File: config.mk
export PLATFORM = sky130hd
export DESIGN_NAME = int_enc148_flat
export DESIGN_NICKNAME = d
export VERILOG_FILES = /design/src/rtl/int_enc148_pkg.sv /design/src/rtl/int_enc148_if.sv /design/src/rtl/int_enc148_sync.sv /design/src/rtl/int_enc148.sv /design/src/flat_wrapper.sv
export SDC_FILE = /design/constraint.sdc
export NUM_CORES = 1
export LEC_CHECK = 0
export BUFFER_PORTS_ARGS = -buffer_cell sky130_fd_sc_hd__buf_2
export CAP_MARGIN = 20
export CORE_MARGIN = 2
export CORE_UTILIZATION = 48
export CTS_CLUSTER_SIZE = 30
export DETAILED_ROUTE_END_ITERATION = 7
export PLACE_DENSITY = 0.81
export SLEW_MARGIN = 10
export SYNTH_ARGS = -nofsm -noshare
export SYNTH_HDL_FRONTEND = slang
export SYNTH_HIERARCHICAL = 1
export SYNTH_SLANG_ARGS = --single-unit
File: constraint.sdc
create_clock -name CLK -period 1.55 [get_ports CLK]
set_input_delay 0.155 -clock CLK [delete_from_list [all_inputs] [get_ports CLK]]
set_output_delay 0.155 -clock CLK [all_outputs]
set_load 0.005 [all_outputs]
File: src/rtl/int_enc148_pkg.sv
// int_enc148_pkg: shared state enum, widths and priority helper for the 8-line interrupt encoder
package int_enc148_pkg;
  typedef enum logic {IDLE, PRESENT} state_e;
  localparam int NREQ = 8;
  localparam int CODE_W = 3;
  localparam logic [NREQ-1:0] REQ_IDLE = 8'hFF;
  function automatic logic [CODE_W-1:0] prio_idx(input logic [NREQ-1:0] v);
    prio_idx = '0;
    for (int i = 0; i < NREQ; i++) if (v[i]) prio_idx = CODE_W'(i);
  endfunction
endpackage

File: src/rtl/int_enc148_if.sv
// int_enc148_if: request/code handshake bundle between requesters (master) and the encoder (slave)
interface int_enc148_if;
  import int_enc148_pkg::*;
  logic EI_L;
  logic [NREQ-1:0] I;
  logic ACK;
  logic [CODE_W-1:0] A_L;
  logic GS_L;
  logic EO_L;
  logic VALID;
  modport master (output EI_L, I, ACK, input A_L, GS_L, EO_L, VALID);
  modport slave (input EI_L, I, ACK, output A_L, GS_L, EO_L, VALID);
endinterface

File: src/rtl/int_enc148_sync.sv
// int_enc148_sync: two-flop synchronizer for the active-low request lines, both stages reset to idle-high
module int_enc148_sync
  import int_enc148_pkg::*;
(
  input  logic            clk,
  input  logic            rst,
  input  logic [NREQ-1:0] d,
  output logic [NREQ-1:0] q
);
  logic [NREQ-1:0] s1_q, s2_q;
  always_ff @(posedge clk) begin
    if (rst) begin
      s1_q <= REQ_IDLE;
      s2_q <= REQ_IDLE;
    end else begin
      s1_q <= d;
      s2_q <= s1_q;
    end
  end
  assign q = s2_q;
endmodule

File: src/rtl/int_enc148.sv
// int_enc148: registered 74x148-style priority encoder with edge-captured pending requests and VALID/ACK
// Define INT_ENC148_SYNC_EN to insert a two-flop synchronizer on I (adds 2 cycles of latency).
module int_enc148
  import int_enc148_pkg::*;
(
  input logic         CLK,
  input logic         RST,
  int_enc148_if.slave bus
);
  state_e state_q, state_d;
  logic [NREQ-1:0] cur, prev_q, prev_d, pending_q, pending_d, rise, clr;
  logic [CODE_W-1:0] a_l_q, a_l_d;
  logic valid_q, valid_d, eo_l_q, eo_l_d, go, retire;
`ifdef INT_ENC148_SYNC_EN
  int_enc148_sync u_sync (.clk(CLK), .rst(RST), .d(bus.I), .q(cur));
`else
  assign cur = bus.I;
`endif
  always_ff @(posedge CLK) begin
    if (RST) begin
      state_q   <= IDLE;
      prev_q    <= REQ_IDLE;
      pending_q <= '0;
      a_l_q     <= '1;
      valid_q   <= 1'b0;
      eo_l_q    <= 1'b1;
    end else begin
      state_q   <= state_d;
      prev_q    <= prev_d;
      pending_q <= pending_d;
      a_l_q     <= a_l_d;
      valid_q   <= valid_d;
      eo_l_q    <= eo_l_d;
    end
  end
  // the presented index is recovered from A_L, so no separate index register is kept
  always_comb begin
    prev_d    = cur;
    rise      = prev_q & ~cur;
    retire    = state_q == PRESENT && bus.ACK;
    clr       = retire ? NREQ'(1) << ~a_l_q : '0;
    pending_d = (pending_q & ~clr) | (rise & {NREQ{~bus.EI_L}});
    go        = state_q == IDLE && !bus.EI_L && |pending_q;
    state_d   = go ? PRESENT : retire ? IDLE : state_q;
  end
  always_comb begin
    a_l_d   = go ? ~prio_idx(pending_q) : retire ? '1 : a_l_q;
    valid_d = state_d == PRESENT;
    eo_l_d  = ~(~bus.EI_L && pending_d == '0 && state_d == IDLE);
  end
  assign bus.A_L   = a_l_q;
  assign bus.GS_L  = ~valid_q;
  assign bus.EO_L  = eo_l_q;
  assign bus.VALID = valid_q;
endmodule

File: src/flat_wrapper.sv
// flat-port wrapper written by rule: the top's interface ports become plain ports
module int_enc148_flat import int_enc148_pkg::*;
  (CLK, RST, bus_EI_L, bus_I, bus_ACK, bus_A_L, bus_GS_L, bus_EO_L, bus_VALID);
  int_enc148_if bus_i ();
  input logic CLK;
  input logic RST;
  input wire logic [$bits(bus_i.EI_L)-1:0] bus_EI_L;
  input wire logic [$bits(bus_i.I)-1:0] bus_I;
  input wire logic [$bits(bus_i.ACK)-1:0] bus_ACK;
  output wire logic [$bits(bus_i.A_L)-1:0] bus_A_L;
  output wire logic [$bits(bus_i.GS_L)-1:0] bus_GS_L;
  output wire logic [$bits(bus_i.EO_L)-1:0] bus_EO_L;
  output wire logic [$bits(bus_i.VALID)-1:0] bus_VALID;
  assign bus_i.EI_L = bus_EI_L;
  assign bus_i.I = bus_I;
  assign bus_i.ACK = bus_ACK;
  assign bus_A_L = bus_i.A_L;
  assign bus_GS_L = bus_i.GS_L;
  assign bus_EO_L = bus_i.EO_L;
  assign bus_VALID = bus_i.VALID;
  int_enc148 u_core (.CLK(CLK), .RST(RST), .bus(bus_i));
endmodule
Word-level counts from Yosys, hierarchy flattened
Cells that the tools add are included.
{"block": "totals", "out_inout_bits": 6, "in_bits": 12, "wordCells": 39, "regBits": 21}
{"block": "op_classes", "n_shift": 1, "bitwise_logic": 12, "n_reduce_logical": 9, "muxes": 12}
{"operator": "8-bit bitwise AND", "count": 3}
{"operator": "3-bit 2-to-1 mux", "count": 6}
{"operator": "8-bit inverter", "count": 2}
{"operator": "8-bit zero test", "count": 1}
{"operator": "8-bit 2-to-1 mux", "count": 1}
{"operator": "8-bit bitwise OR", "count": 1}
{"operator": "8-bit OR reduction", "count": 1}
{"operator": "1-bit by 3-bit << shifter with 8-bit output (first input constant)", "count": 1}
{"operator": "3-bit inverter", "count": 2}
{"operator": "1-bit logical AND", "count": 5}
{"operator": "2-bit 2-to-1 mux", "count": 2}
{"operator": "1-bit inverter", "count": 4}
{"operator": "1-bit 2-to-1 mux", "count": 3}
{"operator": "2-bit nonzero test", "count": 1}
{"operator": "1-bit zero test", "count": 1}

Depth between registers and ports, before layout
{"block": "logic_depth", "depth_word": 10, "depth_mapped": 6, "depth_no_buf": 5}

Worst setup path before layout
OpenSTA, ideal clock, no wires.
{"block": "synth_timing", "kind": "register to register", "start": "register u_core/bus.VALID (netlist name)", "end": "register u_core.eo_l_q, in the netlist u_core/bus.EO_L", "path_buffers": 1, "period_less_slack_ns": 1.371, "required_ns": 1.417, "setup_time_ns": 0.133, "path_stages_with_launch": 7, "arrival_time_ns": 1.238, "slack_ns": 0.179, "path_cell_list": "dfxtp_1 -> buf_4 -> nand2_1 -> or2_1 -> o21ai_0 -> and4_1 -> nand4_1"}
{"item": "end signal: assignment", "line": "int_enc148.sv:33", "source": "eo_l_q <= eo_l_d;"}
{"item": "end: declaration", "line": "int_enc148.sv:13", "source": "logic valid_q, valid_d, eo_l_q, eo_l_d, go, retire;"}

Worst setup path in the final report
{"block": "layout_timing", "start": "register u_core.a_l_q[0], in the netlist u_core/bus.A_L[0]", "end": "register u_core.eo_l_q, in the netlist u_core/bus.EO_L"}
{"block": "layout_via", "elab_chain_len": 10}
{"item": "start: declaration", "line": "int_enc148.sv:12", "source": "logic [CODE_W-1:0] a_l_q, a_l_d;"}
{"item": "start signal: assignment", "line": "int_enc148.sv:31", "source": "a_l_q <= a_l_d;"}
{"item": "3-bit inverter", "line": "int_enc148.sv:41", "source": "clr = retire ? NREQ'(1) << ~a_l_q : '0;"}
{"item": "1-bit by 3-bit << shifter with 8-bit output", "line": "int_enc148.sv:41"}
{"item": "8-bit 2-to-1 mux", "line": "int_enc148.sv:41"}
{"item": "8-bit inverter", "line": "int_enc148.sv:42", "source": "pending_d = (pending_q & ~clr) | (rise & {NREQ{~bus.EI_L}});"}
{"item": "8-bit bitwise AND", "line": "int_enc148.sv:42"}
{"item": "8-bit bitwise OR", "line": "int_enc148.sv:42"}
{"item": "8-bit zero test", "line": "int_enc148.sv:49", "source": "eo_l_d = ~(~bus.EI_L && pending_d == '0 && state_d == IDLE);"}
{"item": "1-bit logical AND (2 in series)", "line": "int_enc148.sv:49"}
{"item": "1-bit inverter", "line": "int_enc148.sv:49"}
Every way passes these cells.
A chain may end at the register's enable or synchronous reset.

==> key figures <==
Final layout
  – Area of the multi-input gates: 484 µm²
  – Syn-to-layout area delta: 14.6%
  – Layout cells sized above 1: 0.310
  – Nets: 139
  – Filler instances: roughly 190
  – Ant diodes: 0
  – Design area: 0.00108 mm²
  – Reg area: 423 µm²

Global route
  – Largest net degree at the start of global routing: 22
  – GRT Total Usage: 0.182
  – Vias in the first global route: just over 800
  – Global route overflow: 0
  – Initial antenna violation count: 0
  – First-pass GRT wire length: approximately 3400 µm

Critical path
  – FF-to-FF End: u_core/bus.EO_L$_SDFF_PP1_
  – R2R Setup Slk: just under 0.09 ns
  – Critical Path End Type: register
  – Startpoint Class: register
  – WS Path Type: reg2reg
  – Critical Path RT: 1.73 ns
  – Register-to-Register Path Depth: 5
  – Data arrival, critical path: between 1.5 and 2 ns
  – Worst Path Max Fanout: 9
  – RR Startpoint: u_core/bus.A_L[0]$_SDFFE_PP1P_

STA
  – Fin crit share: 0.943
  – Relative slew slack: 0.781
  – Slew @ Worst Pin: 0.329 ns
  – Setup Skew: approximately 0.0083 ns
  – Highest clock rate: roughly 0.68 GHz
  – Fin. max-slew vios: 0
  – Sum of negative setup slack: 0 ns
  – Final hold viol count: 0
  – Final setup violation count: 0
  – RSZ-0062 raised after global routing: false
  – Min Tclk post-route: around 1.5 ns

Synth
  – Register area share after synthesis: 0.446
  – Flops & latches, synth: 21
  – Mapped Area: ~940 µm²
  – Cell count after synthesis: 108
  – Post-Syn Area per Cell: just under 9 µm²
  – Synthesized Nets: 120
  – Synth warn: 6
  – Post-synth cell types: 31

CTS
  – # H-tree levels: 1
  – CTS tree: yes
  – Clk sink count: 21
  – Worst-Skew Late Latency: ~0.29 ns
  – Number of CTS-inserted buffers: 3
  – CTS Hold Bufs: 0
  – Clock-pin transition on the worst setup and hold timing paths: between 0.1 and 0.15 ns
  – CTS root buf: clkbuf_4
  – # Post-CTS Setup Buffers: 0
  – Bufs on Longest Clock Path: 2

Drt
  – DRT iter0 DRCs: 21
  – WL/cell: 12.3 µm
  – Residual DRC: 0
  – Via density: 5.40
  – First drt pass iteration count: 4
  – Vias after detailed routing: between 800 and 900
  – Final WL: ~1900 µm
  – Antenna Nets Post-Route: 0

Pwr
  – Switch Pwr: around 0.00030 W
  – Comb pwr share: 0.189
  – Clock power frac: 0.233
  – Power Internal: ~0.00077 W
  – Pwr/cell area: around 990 mW/mm²
  – VDD IR max: 0.000623 V
  – Leakage: ~0.43 nW
  – Seq pwr share: 0.578
  – Sw Ratio: 0.280

Floorplan
  – Effective utilization at floorplan: 0.495
  – Die Width: ~48 µm
  – Die height: 48.3 µm
  – Placeable Area: between 0.0015 and 0.002 mm²
  – Num rows: 16
  – Die area: between 0.002 and 0.0025 mm²
  – IO Count: 18

Place
  – Placed Area: 0.00104 mm²
  – DPL Wire Length: approximately 1500 µm
  – Port bufs: 17
  – GP Congestion: approximately 0.84

Worst hold path
  – Hold Crit Class: in2reg
  – Hold path depth: 2
  – Hold worst-path end: u_core/prev_q[6]$_SDFF_PP1_
  – Hold Startpoint: bus_I[6]

Run status
  – Status: completed

Run
  – Max-Cap Viols: 0
==> worst max-delay path by stage <==
stage	startpoint	end	slack (ns)
after floorplan	u_core/bus.VALID$_SDFF_PP0_	u_core/bus.EO_L$_SDFF_PP1_	0.18
after global placement	u_core/bus.A_L[0]$_SDFFE_PP1P_	u_core/bus.EO_L$_SDFF_PP1_	0.02
after detailed placement	u_core/bus.A_L[0]$_SDFFE_PP1P_	u_core/bus.EO_L$_SDFF_PP1_	0.004
after CTS	u_core/bus.VALID$_SDFF_PP0_	u_core/bus.EO_L$_SDFF_PP1_	0.06
after global routing	u_core/prev_q[4]$_SDFF_PP1_	u_core/bus.EO_L$_SDFF_PP1_	0.01
final	u_core/bus.A_L[0]$_SDFFE_PP1P_	u_core/bus.EO_L$_SDFF_PP1_	0.09
==> power groups by stage <==
stage | clock (W) | combinational (W) | sequential (W)
floorplan | 0 | 0.000153 | 0.000616
global placement | 0 | 0.000197 | 0.000627
detailed placement | 0 | 0.000201 | 0.000631
CTS | 0.000261 | 0.000202 | 0.000619
global route | 0.000289 | 0.000229 | 0.000627
finish | 0.000250 | 0.000203 | 0.000620
==> layout make-up <==
type,instances,area share
clock buffers,3,0.0209
clock inverters,1,0.00463
inverters,3,0.0104
multi-input cells,79,0.448
flip-flops and latches,21,0.392
well taps,27,0.0313
repair buffers,19,0.0927
==> worst max-delay path, stage by stage, from the launching register on <==
cell,delay (ns)
dfxtp_2,0.39
o21a_1,0.21
a21oi_2,0.14
nand4_1,0.13
a2111oi_2,0.34
nand4_1,0.13
==> placed cells by master (no fill, tap or decap) <==
cell | netlist | final
nor2_1 | 11 | 11
o32ai_1 | 1 | 1
nand3b_1 | 1 | 1
inv_1 | 3 | 3
nand4_1 | 3 | 3
and4_1 | 1 | 1
nor4_1 | 1 | 1
dfxtp_1 | 21 | 19
o21a_1 | 2 | 2
a21oi_1 | 13 | 13
nor2b_1 | 4 | 4
a21o_1 | 1 | 1
or2_1 | 3 | 3
a21oi_2 | 1 | 1
nand2_1 | 6 | 6
buf_2 | 1 | 17
nand2b_1 | 7 | 7
o21ai_2 | 2 | 2
o21bai_1 | 1 | 1
o31ai_2 | 1 | 1
clkinv_2 | 0 | 1
clkbuf_4 | 0 | 3
a2111oi_2 | 1 | 1
dfxtp_2 | 0 | 2
o31ai_1 | 2 | 2
a221o_1 | 1 | 1
a221oi_1 | 1 | 1
buf_4 | 1 | 2
mux2i_1 | 2 | 2
or2_2 | 8 | 8
o21ai_0 | 4 | 3
o21ai_1 | 0 | 1
nand3_2 | 0 | 1
==> synth_stat cells <==
cell type	instances	share of area
dfxtp_1	21	0.45
a21oi_1	13	0.069
nor2_1	11	0.044
or2_2	8	0.053
nand2b_1	7	0.046
nand2_1	6	0.024
nor2b_1	4	0.027
o21ai_0	4	0.021
inv_1	3	0.012
nand4_1	3	0.020
or2_1	3	0.020
clkbuf_1	2	0.0080
mux2i_1	2	0.021
o21a_1	2	0.016
o21ai_2	2	0.019
o31ai_1	2	0.016
a2111oi_2	1	0.016
a21o_1	1	0.0080
a21oi_2	1	0.0093
a221o_1	1	0.011
a221oi_1	1	0.0093
and4_1	1	0.0093
buf_2	1	0.0053
buf_4	1	0.0080
buf_6	1	0.012
nand3_1	1	0.0053
nand3b_1	1	0.0080
nor4_1	1	0.0066
o21bai_1	1	0.0080
o31ai_2	1	0.013
o32ai_1	1	0.0093
==> per-layer routing <==
layer / global-route usage / up-vias / routed length (µm) / share of wire
met3: 0.0494 / 2 / 111 / 0.059
met5: 0 / - / 0 / 0
met4: 0.0762 / 0 / 14 / 0.0074
met1: 0.202 / 383 / 837 / 0.44
met2: 0.326 / 27 / 919 / 0.49
li1: - / 414 / - / -
==> state kept, by name, indices dropped and copies added (netlist names) <==
signal	flops
u_core/bus.A_L	3
u_core/pending_q	8
u_core/bus.EO_L	1
u_core/prev_q	8
u_core/bus.VALID	1
==> cell families after synthesis <==
kind of cell,share of synthesized area
AOI/OAI and AO/OA,0.224
DFF,0.446
muxes,0.0212
and+or+nand+nor,0.263
buffers and inverters,0.0452
==> what timing repair did <==
action | in CTS | in global routing
endpoints found under the setup margin | 1 | 1
pin swaps | 0 | 0
resized for setup | 1 | 3
endpoints found under the hold margin | 0 | 0
==> stage by stage <==
| step | setup slack [ns] | hold slack [ns] | util | total power, W | std cells |
|---|---|---|---|---|---|
| after global placement | 0.0236 | 0.356 | 0.549 | 0.000824 | 149 |
| final | 0.0878 | 0.0535 | 0.568 | 0.00107 | 153 |
| after detailed placement | 0.00402 | 0.360 | 0.549 | 0.000832 | 149 |
| after global routing | 0.0110 | 0.0361 | 0.568 | 0.00114 | 153 |
| after floorplan | 0.179 | 0.262 | - | 0.000769 | 108 |
| after CTS | 0.0580 | 0.0484 | 0.564 | 0.00108 | 153 |
Note: power is estimated with default switching activity, not from simulation.
